### config.mk
export PLATFORM = sky130hd
export DESIGN_NAME = parity_tx_serializer
export DESIGN_NICKNAME = d
export VERILOG_FILES = /design/src/rtl/parity_tx_pkg.sv /design/src/rtl/parity_calc.sv /design/src/rtl/parity_tx_serializer.sv
export SDC_FILE = /design/constraint.sdc
export NUM_CORES = 1
export LEC_CHECK = 0
export CORE_MARGIN = 1
export CORE_UTILIZATION = 47
export CTS_CLUSTER_DIAMETER = 30
export DETAILED_ROUTE_END_ITERATION = 8
export HOLD_SLACK_MARGIN = 0.03
export PLACE_DENSITY = 0.8
export SYNTH_ARGS = -nofsm -noshare
export SYNTH_HDL_FRONTEND = slang
export SYNTH_SLANG_ARGS = --single-unit
### constraint.sdc
create_clock -name clk -period 1.9 [get_ports clk]
set_input_delay 0.285 -clock clk [delete_from_list [all_inputs] [get_ports clk]]
set_output_delay 0.285 -clock clk [all_outputs]
set_load 0.02 [all_outputs]
### src/rtl/parity_tx_pkg.sv
// Shared types and constants for the parity serial transmitter.
//   tx_state_t     frame phase of the serializer FSM
//   TX_IDLE_LEVEL  level held on the serial line between frames
package parity_tx_pkg;

   typedef enum logic [2:0] {
      IDLE   = 3'd0,
      START  = 3'd1,
      DATA   = 3'd2,
      PARITY = 3'd3,
      STOP   = 3'd4
   } tx_state_t;

   localparam logic TX_IDLE_LEVEL = 1'b1;

endpackage

### src/rtl/parity_calc.sv
// Combinational parity of one data word, built from xor gate primitives.
//   data  in   DATA_W  word to reduce
//   par   out  1       XOR reduction of data, inverted when ODD_PARITY != 0
module parity_calc
   import parity_tx_pkg::*;
#(
   parameter int DATA_W     = 8,
   parameter int ODD_PARITY = 0
) (
   input  logic [DATA_W-1:0] data,
   output logic              par
);

   localparam logic ODD_BIT = (ODD_PARITY != 0);

   // w_chain[i] holds the XOR of data[0..i]
   logic [DATA_W-1:0] w_chain;

   assign w_chain[0] = data[0];

   for (genvar i = 1; i < DATA_W; i++) begin : g_xor
      xor u_xor (w_chain[i], w_chain[i-1], data[i]);
   end

   assign par = w_chain[DATA_W-1] ^ ODD_BIT;

endmodule

### src/rtl/parity_tx_serializer.sv
// Serial transmit stage: accepts a word on a valid/ready handshake and sends
// start bit, data bits LSB first, parity bit, stop bit on a registered line.
//   clk       in   1       single clock, rising edge
//   rst       in   1       asynchronous active-high reset
//   in_data   in   DATA_W  word to transmit, sampled on acceptance only
//   in_valid  in   1       source has a word
//   in_ready  out  1       high in IDLE only (registered)
//   tx        out  1       serial line, idle high (registered)
//   busy      out  1       frame in progress (registered)
//   par_out   out  1       parity of the most recently accepted word
//
// state  | meaning
// IDLE   | line high, ready for a word
// START  | start bit (0) for one bit period
// DATA   | data bit r_bit_idx from shift register bit 0
// PARITY | stored parity bit for one bit period
// STOP   | stop bit (1) for one bit period
module parity_tx_serializer
   import parity_tx_pkg::*;
#(
   parameter int DATA_W       = 8,
   parameter int CLKS_PER_BIT = 4,
   parameter int ODD_PARITY   = 0
) (
   input  logic              clk,
   input  logic              rst,
   input  logic [DATA_W-1:0] in_data,
   input  logic              in_valid,
   output logic              in_ready,
   output logic              tx,
   output logic              busy,
   output logic              par_out
);

   localparam int CNT_W = (CLKS_PER_BIT > 1) ? $clog2(CLKS_PER_BIT) : 1;
   localparam int IDX_W = (DATA_W > 1) ? $clog2(DATA_W) : 1;
   localparam logic [CNT_W-1:0] CNT_LOAD = CNT_W'(CLKS_PER_BIT - 1);
   localparam logic [IDX_W-1:0] IDX_LAST = IDX_W'(DATA_W - 1);

   tx_state_t         r_state;
   logic [CNT_W-1:0]  r_cnt;
   logic [IDX_W-1:0]  r_bit_idx;
   logic [DATA_W-1:0] r_shreg;
   logic              r_tx;
   logic              r_in_ready;
   logic              r_busy;
   logic              r_par_out;

   logic              w_par;
   logic              w_period_end;
   logic [DATA_W-1:0] w_shift_next;

   parity_calc #(
      .DATA_W     (DATA_W),
      .ODD_PARITY (ODD_PARITY)
   ) u_parity_calc (
      .data (in_data),
      .par  (w_par)
   );

   // Bit-period timer counts down from CLKS_PER_BIT-1; zero marks the last cycle.
   assign w_period_end = (r_cnt == '0);
   assign w_shift_next = r_shreg >> 1;

   always_ff @(posedge clk or posedge rst) begin
      if (rst) begin
         r_state    <= IDLE;
         r_cnt      <= '0;
         r_bit_idx  <= '0;
         r_shreg    <= '0;
         r_tx       <= TX_IDLE_LEVEL;
         r_in_ready <= 1'b1;
         r_busy     <= 1'b0;
         r_par_out  <= 1'b0;
      end else begin
         case (r_state)
            IDLE: begin
               if (in_valid && r_in_ready) begin
                  r_shreg    <= in_data;
                  r_par_out  <= w_par;
                  r_state    <= START;
                  r_cnt      <= CNT_LOAD;
                  r_bit_idx  <= '0;
                  r_tx       <= 1'b0;
                  r_in_ready <= 1'b0;
                  r_busy     <= 1'b1;
               end
            end
            START: begin
               if (w_period_end) begin
                  r_state <= DATA;
                  r_cnt   <= CNT_LOAD;
                  r_tx    <= r_shreg[0];
               end else begin
                  r_cnt <= r_cnt - 1'b1;
               end
            end
            DATA: begin
               if (w_period_end) begin
                  r_cnt <= CNT_LOAD;
                  if (r_bit_idx == IDX_LAST) begin
                     r_state   <= PARITY;
                     r_bit_idx <= '0;
                     r_tx      <= r_par_out;
                  end else begin
                     r_bit_idx <= r_bit_idx + 1'b1;
                     r_shreg   <= w_shift_next;
                     // next bit is visible on the line in the same cycle the shift lands
                     r_tx      <= w_shift_next[0];
                  end
               end else begin
                  r_cnt <= r_cnt - 1'b1;
               end
            end
            PARITY: begin
               if (w_period_end) begin
                  r_state <= STOP;
                  r_cnt   <= CNT_LOAD;
                  r_tx    <= TX_IDLE_LEVEL;
               end else begin
                  r_cnt <= r_cnt - 1'b1;
               end
            end
            STOP: begin
               if (w_period_end) begin
                  r_state    <= IDLE;
                  r_tx       <= TX_IDLE_LEVEL;
                  r_in_ready <= 1'b1;
                  r_busy     <= 1'b0;
               end else begin
                  r_cnt <= r_cnt - 1'b1;
               end
            end
            default: begin
               r_state    <= IDLE;
               r_cnt      <= '0;
               r_tx       <= TX_IDLE_LEVEL;
               r_in_ready <= 1'b1;
               r_busy     <= 1'b0;
            end
         endcase
      end
   end

   assign tx       = r_tx;
   assign in_ready = r_in_ready;
   assign busy     = r_busy;
   assign par_out  = r_par_out;

endmodule

==> results of run 1 <==
per-layer routing:
| metal | wire, um | GRT usage, % | up-vias |
|---|---|---|---|
| met3 | 103 | 5.93 | 0 |
| li1 | - | - | 487 |
| met1 | 1040 | 22.4 | 469 |
| met2 | 1220 | 36.3 | 27 |
| met4 | 0 | 4.39 | 0 |
| met5 | 0 | 0 | - |
kinds of logic (layout without fill, tap and decap cells):
logic type,after synthesis,count (layout),share of synthesized area [%]
buf+inv,15,32,7.60
xor+xnor,8,8,5.60
simple gates,47,47,21.7
mux,3,3,2.90
flops,20,20,40.2
fa+ha+maj,3,3,3.00
compound gates,35,35,19.0
stage by stage:
stage | instance area (um2) | util, %
5_1_grt | 1450 | 58.1
4_1_cts | 1450 | 58.0
3_5_place_dp | 1410 | 56.5
2_1_floorplan | 1250 | -
6_report | 1450 | 58.1
3_3_place_gp | 1410 | 56.5
report_power, final:
part | leakage, uW | internal, uW | total (uW) | switching (uW)
clock | 0.0000210 | 117 | 256 | 139
sequential | 0.000237 | 635 | 788 | 153
combinational | 0.000346 | 585 | 1260 | 670
total | 0.000605 | 1340 | 2300 | 962
repair_timing:
item                       in CTS  in global routing
hold buffers                    0                  0
resized for setup               0                  1
buffers inserted                0                  0
setup endpoints to repair       0                  1
synth_stat cells (2+ instances only):
master	instances	share of area [%]
dfrtp_1	18	36
nor2_1	14	4.2
nand2_1	12	3.6
o21ai_0	11	4.4
a21oi_1	10	4.0
nand3b_1	9	5.4
inv_1	7	2.1
xnor2_1	7	4.9
o21ai_1	6	2.4
buf_6	4	3.6
nand3_1	4	1.6
ha_1	3	3.0
a21boi_2	2	1.8
buf_4	2	1.2
dfstp_2	2	4.2
flip-flops by register name (all words and copies together) (netlist names):
signal	cells
busy	1
in_ready	1
par_out	1
r_bit_idx	3
r_cnt	2
r_shreg	8
r_state	3
tx	1
worst max path at each step:
stage | to | slack, ps
finish | tx | 150
global route | r_shreg[3] | 30
CTS | in_ready | 60
detailed placement | tx | 190
global placement | tx | 230
floorplan | tx | 410
final cells by class:
| class | count | share of cell area (%) |
|---|---|---|
| Multi-Input combinational cell | 96 | 45.0 |
| Sequential cell | 20 | 34.7 |
| Timing Repair Buffer | 21 | 13.4 |
| Tap cell | 30 | 2.59 |
| Clock buffer | 4 | 2.50 |
| Inverter | 7 | 1.81 |
==> results.rst, run 1 <==
.. list-table::
   :header-rows: 1

   * - Metric
     - Value
   * - Per-cell via count in the routed design
     - 5.52
   * - Worst Hold Margin
     - 297 ps
   * - Largest stage delay, worst path
     - 600 ps
   * - Syn Nets
     - 145
   * - Global router's overall resource usage
     - 19.8%
   * - Portion of the post-synthesis area used by sequential elements
     - 40.2%
   * - Crit path cell chain
     - clkdlybuf4s50_1
   * - Reg-to-Reg End
     - tx
   * - Layout Nets
     - 163
   * - Static leakage
     - 0.000605 uW
   * - Number of port buffers
     - 14
   * - Hold Fails Final Rpt
     - 0
   * - Detailed-route via count
     - 983
   * - Initial standard-cell utilization of the core
     - 50.1%
   * - Setup tns final
     - 0 ps
   * - Die Outline Area
     - 2870 um2
   * - Total of max-cap violations
     - 0
   * - CTS tree
     - yes
   * - CP required
     - 1620 ps
   * - Cell count of the worst reg-to-reg path
     - 5
   * - Fin Clk Skew
     - 0.991 ps
   * - Final standard cell count with taps included and fillers excluded
     - 178
   * - Global-route wire length before repair
     - 4030 um
   * - Clk root buf
     - clkbuf_4
   * - Flops & latches, synth
     - 20
   * - Dominant delay contributor by cell family on the critical path
     - buffers and inverters
   * - Final setup viols
     - 0
   * - Count of synthesis-stage warnings from yosys
     - 0
   * - Fin crit period
     - 1750 ps
   * - Post-route clock period utilization
     - 92.1%
   * - Max rail drop VDD
     - 0.000859 V
   * - Clock latency reported for the late side of the worst-skew pair
     - 310 ps
   * - Status
     - complete, no violations
   * - Pin count of the biggest net entering global routing
     - 21
   * - # H-tree levels
     - 1
   * - Post-route setup slack
     - 150 ps
   * - Kind of path behind the tightest hold check
     - in -> async
   * - RSZ-0062 raised after global routing
     - no
   * - Row cnt
     - 18
   * - Mean routed wirelength per cell
     - 13.3 um
   * - Sum of internal, switching and leakage power
     - 2300 uW
   * - Number of placed instances with taps included
     - 174
   * - Detailed Route Iter0 Violations
     - 26
   * - Flip-flop cell with the highest count after synthesis
     - dfrtp_1
   * - Total clock sinks
     - 20
   * - Max Fanout on Critical Path
     - 2
   * - CP Class
     - reg -> out
   * - Number of clock buffers inserted by TritonCTS
     - 3
   * - Number of buffers and inverters on the critical path
     - 1
   * - CP max stage cell
     - clkdlybuf4s50_1
   * - X dimension of the die
     - 53.6 um
   * - Final number of max-transition violations
     - 0
   * - Commonest non-fill, non-tap cells in the layout
     - dfrtp_1 (18), nor2_1 (14), clkdlybuf4s50_1 (13)
   * - Post-Syn Area per Cell
     - 9.55 um2
   * - HPWL after DPL
     - 1820 um
   * - Number of antenna diodes
     - 0
   * - Grt total ovfl
     - 0
   * - Number of antenna violations at the first check in global routing
     - 0
   * - Worst slew margin
     - 71.1%
   * - Layout overhead on the synthesized area
     - 16.0%
   * - Kind of capture point of the worst setup path
     - output pin
   * - Number of global-route vias before repair
     - 943
   * - Commonest non-fill, non-tap cell in the layout
     - dfrtp_1
   * - Number of design rule violations left after detail routing
     - 0
   * - Setup slack of the worst register-to-register path
     - 160 ps
   * - Chip Height
     - 53.6 um
   * - Final wirelength
     - 2370 um
   * - Power density over cell area
     - 1580 nW/um2
   * - Number of synthesized flops with an enable pin
     - 0
   * - Actual transition at the worst max-transition pin
     - 433 ps
   * - Area occupied by multi-input gates
     - 653 um2
   * - Sequential standard cell area
     - 503 um2
   * - Share of final-layout standard cells stronger than drive strength 1
     - 14.9%
   * - Cell area after synthesis
     - 1250 um2
   * - Critical path launch point
     - tx
   * - Startpoint of the most critical register-to-register path
     - r_cnt[0]
   * - Top-Level Pins
     - 15
   * - Kind of start point of the critical path
     - flip-flop
   * - Bufs on Longest Clock Path
     - 2
   * - Crit path arrival time
     - 1470 ps
   * - Stages on the worst setup path
     - 1
   * - Number of cells produced by synthesis
     - 131
   * - Router iterations before antenna repair
     - 4
   * - Register clock-pin slew on the reported worst setup and hold paths
     - 120 ps
   * - Routability Congestion
     - 0.861
   * - # fillers
     - 212
   * - Floorplan Core Area
     - 2500 um2
   * - Proportion of register bits with asynchronous set or reset after synthesis
     - 100%
   * - Antenna Violating Nets Remaining
     - 0
   * - Upper clock frequency limit
     - 0.571 GHz
   * - Setup slack at placement
     - 194 ps
   * - Number of distinct library cell variants in the gate-level netlist after synthesis
     - 35
Power figures use the tool's default switching activity.
==> run 2: changes to the inputs <==
--- a/config.mk
+++ b/config.mk
@@ -6,11 +6,11 @@
 export NUM_CORES = 1
 export LEC_CHECK = 0
 export CORE_MARGIN = 1
-export CORE_UTILIZATION = 47
+export CORE_UTILIZATION = 45
 export CTS_CLUSTER_DIAMETER = 30
 export DETAILED_ROUTE_END_ITERATION = 8
 export HOLD_SLACK_MARGIN = 0.03
-export PLACE_DENSITY = 0.8
+export PLACE_DENSITY = 0.78
 export SYNTH_ARGS = -nofsm -noshare
 export SYNTH_HDL_FRONTEND = slang
 export SYNTH_SLANG_ARGS = --single-unit
==> run 2 against run 1 <==
  * Sequential share of layout area unchanged
  * Non-clock buffer count is the same
  * Largest cell class unchanged
  * Via count did not move
  * Critical endpoint is now in_ready
  * First-iteration DRC count shrank 42%
  * Wire length rose by 1.6%
==> results.rst, run 2 (synthesis results as in run 1) <==
.. list-table::
   :header-rows: 1

   * - Metric
     - Value
   * - Commonest non-fill, non-tap cells in the layout
     - dfrtp_1 (18), nor2_1 (14), clkdlybuf4s50_1 (14) (was dfrtp_1 (18), nor2_1 (14), clkdlybuf4s50_1 (13))
   * - # H-tree levels
     - 1 (unchanged)
   * - Fin crit period
     - 1820 ps (was 1750 ps)
   * - Number of design rule violations left after detail routing
     - 0 (unchanged)
   * - Layout Utilization
     - 57.0% (was 58.1%)
   * - Share of final-layout standard cells stronger than drive strength 1
     - 15.5% (was 14.9%)
   * - Register name with the most flops
     - r_shreg (unchanged)
   * - Met3 Wirelength
     - 90 um (was 103 um)
   * - Total clock sinks
     - 20 (unchanged)
   * - Worst slew margin
     - 65.5% (was 71.1%)
   * - Crit path cell chain
     - clkdlybuf4s50_1 (unchanged)
   * - Post-CTS Hold Fix Bufs
     - 0 (unchanged)
   * - Register clock-pin slew on the reported worst setup and hold paths
     - 120 ps (about the same)
   * - Clk root buf
     - clkbuf_4 (unchanged)
   * - Power density over cell area
     - 1590 nW/um2 (was 1580 nW/um2)
   * - Registers with the highest flip-flop counts
     - r_shreg (8), r_bit_idx (3), r_state (3) (unchanged)
   * - Kind of capture point of the worst setup path
     - output pin (unchanged)
   * - Row cnt
     - 18 (unchanged)
   * - Max Fanout on Critical Path
     - 6 (was 2)
   * - Final wirelength
     - 2410 um (was 2370 um)
   * - Fin Clk Skew
     - 5.62 ps (was 0.991 ps)
   * - Clock latency reported for the late side of the worst-skew pair
     - 300 ps (was 310 ps)
   * - Final number of max-transition violations
     - 0 (unchanged)
   * - Status
     - complete, no violations (unchanged)
   * - Static leakage
     - 0.000590 uW (was 0.000605 uW)
   * - Setup tns final
     - 0 ps (unchanged)
   * - Stages on the worst setup path
     - 1 (unchanged)
   * - Mean routed wirelength per cell
     - 13.5 um (was 13.3 um)
   * - Per-cell via count in the routed design
     - 5.52 (unchanged)
   * - Dominant delay contributor by cell family on the critical path
     - flip-flops (was buffers and inverters)
   * - Commonest non-fill, non-tap cell in the layout
     - dfrtp_1 (unchanged)
   * - Grt total ovfl
     - 0 (unchanged)
   * - Kind of start point of the critical path
     - flip-flop (unchanged)
   * - Startpoint of the most critical register-to-register path
     - r_bit_idx[0] (was r_cnt[0])
   * - Flip-flop count of the largest register, all copies and words added
     - 8 (unchanged)
   * - # fillers
     - 254 (was 212)
   * - Detailed Route Iter0 Violations
     - 15 (was 26)
   * - Floorplan Core Area
     - 2540 um2 (was 2500 um2)
   * - Reg-to-Reg End
     - r_shreg[4] (was tx)
   * - HPWL after DPL
     - 1780 um (was 1820 um)
   * - Top-Level Pins
     - 15 (unchanged)
   * - Final setup viols
     - 0 (unchanged)
   * - Number of global-route vias before repair
     - 998 (was 943)
   * - Bufs on Longest Clock Path
     - 2 (unchanged)
   * - Layout Nets
     - 163 (unchanged)
   * - Post-route clock period utilization
     - 96.0% (was 92.1%)
   * - Antenna Violating Nets Remaining
     - 0 (unchanged)
   * - Max rail drop VDD
     - 0.000923 V (was 0.000859 V)
   * - Number of antenna violations at the first check in global routing
     - 0 (unchanged)
   * - Hold Fails Final Rpt
     - 0 (unchanged)
   * - Kind of path behind the tightest hold check
     - in -> async (unchanged)
   * - Actual transition at the worst max-transition pin
     - 517 ps (was 433 ps)
   * - CP Class
     - reg -> out (unchanged)
   * - Router iterations before antenna repair
     - 5 (was 4)
   * - Post-Route M1 WL
     - 1080 um (was 1040 um)
   * - Number of buffers and inverters on the critical path
     - 1 (unchanged)
   * - Initial standard-cell utilization of the core
     - 49.2% (was 50.1%)
   * - Global-route wire length before repair
     - 4170 um (was 4030 um)
   * - Setup slack of the worst register-to-register path
     - 230 ps (was 160 ps)
   * - CTS tree
     - yes (unchanged)
   * - Upper clock frequency limit
     - 0.548 GHz (was 0.571 GHz)
   * - Largest stage delay, worst path
     - 620 ps (was 600 ps)
   * - Number of clock buffers inserted by TritonCTS
     - 3 (unchanged)
   * - Die Outline Area
     - 3000 um2 (was 2870 um2)
   * - Layout overhead on the synthesized area
     - 16.0% (unchanged)
   * - Routability Congestion
     - 0.796 (was 0.861)
   * - Met2 Routed Length
     - 1210 um (was 1220 um)
   * - Total of max-cap violations
     - 0 (unchanged)
   * - Cell count of the worst reg-to-reg path
     - 6 (was 5)
   * - Highest routing layer actually used
     - met4 (was met3)
   * - Pin count of the biggest net entering global routing
     - 21 (unchanged)
   * - CP max stage cell
     - dfstp_2 (was clkdlybuf4s50_1)
   * - CP required
     - 1620 ps (about the same)
   * - Number of port buffers
     - 14 (unchanged)
   * - Crit path arrival time
     - 1540 ps (was 1470 ps)
   * - Detailed-route via count
     - 983 (unchanged)
   * - Chip Height
     - 54.7 um (was 53.6 um)
   * - Post-CTS setup buffer count
     - 0 (unchanged)
   * - Number of antenna diodes
     - 0 (unchanged)
   * - RSZ-0062 raised after global routing
     - no (unchanged)
   * - X dimension of the die
     - 54.7 um (was 53.6 um)
   * - Global router's overall resource usage
     - 19.8% (about the same)
-- run 2: timing repair --
action,in CTS,in global routing
setup endpoints to repair,0,1
resized for setup,0,1
endpoints found under the hold margin,0,0
-- run 2: power breakdown --
group          internal, uW  switching [uW]
clock network           117             134
logic                   593             670
registers               635             158
total                  1340             963
-- run 2: worst max-delay path by stage --
stage | startpoint | endpoint | slack, ps
after floorplan | r_bit_idx[0] | tx | 410
after global placement | r_cnt[0] | tx | 210
after detailed placement | r_cnt[0] | tx | 160
after CTS | in_ready | in_ready | 60
after global routing | in_ready | in_ready | 5
final | in_ready | in_ready | 80
-- run 2: routing by layer --
layer	global-route usage, %	vias to the layer above
met3	5.83	4
met1	21.5	467
met4	4.27	0
met2	36.9	22
li1	-	490
met5	0	-
-- run 2: layout make-up --
class,count,area (um2),area share [%]
Clock buffer,4,36.3,2.50
Tap cell,30,37.5,2.59
Multi-Input combinational cell,96,656,45.2
Timing Repair Buffer,21,193,13.3
Inverter,7,26.3,1.81
Sequential cell,20,503,34.7
-- run 2: stage by stage --
step                setup WS [ps]  area [um2]  total power (uW)  hold WS, ps  instances
finish                       75.4        1450              2310          285        178
global route                 5.39        1450              2510          312        178
CTS                          59.9        1450              2330          291        178
detailed placement            164        1410              2060          509        174
global placement              212        1410              2010          487        174
floorplan                     412        1250              1800          247        131
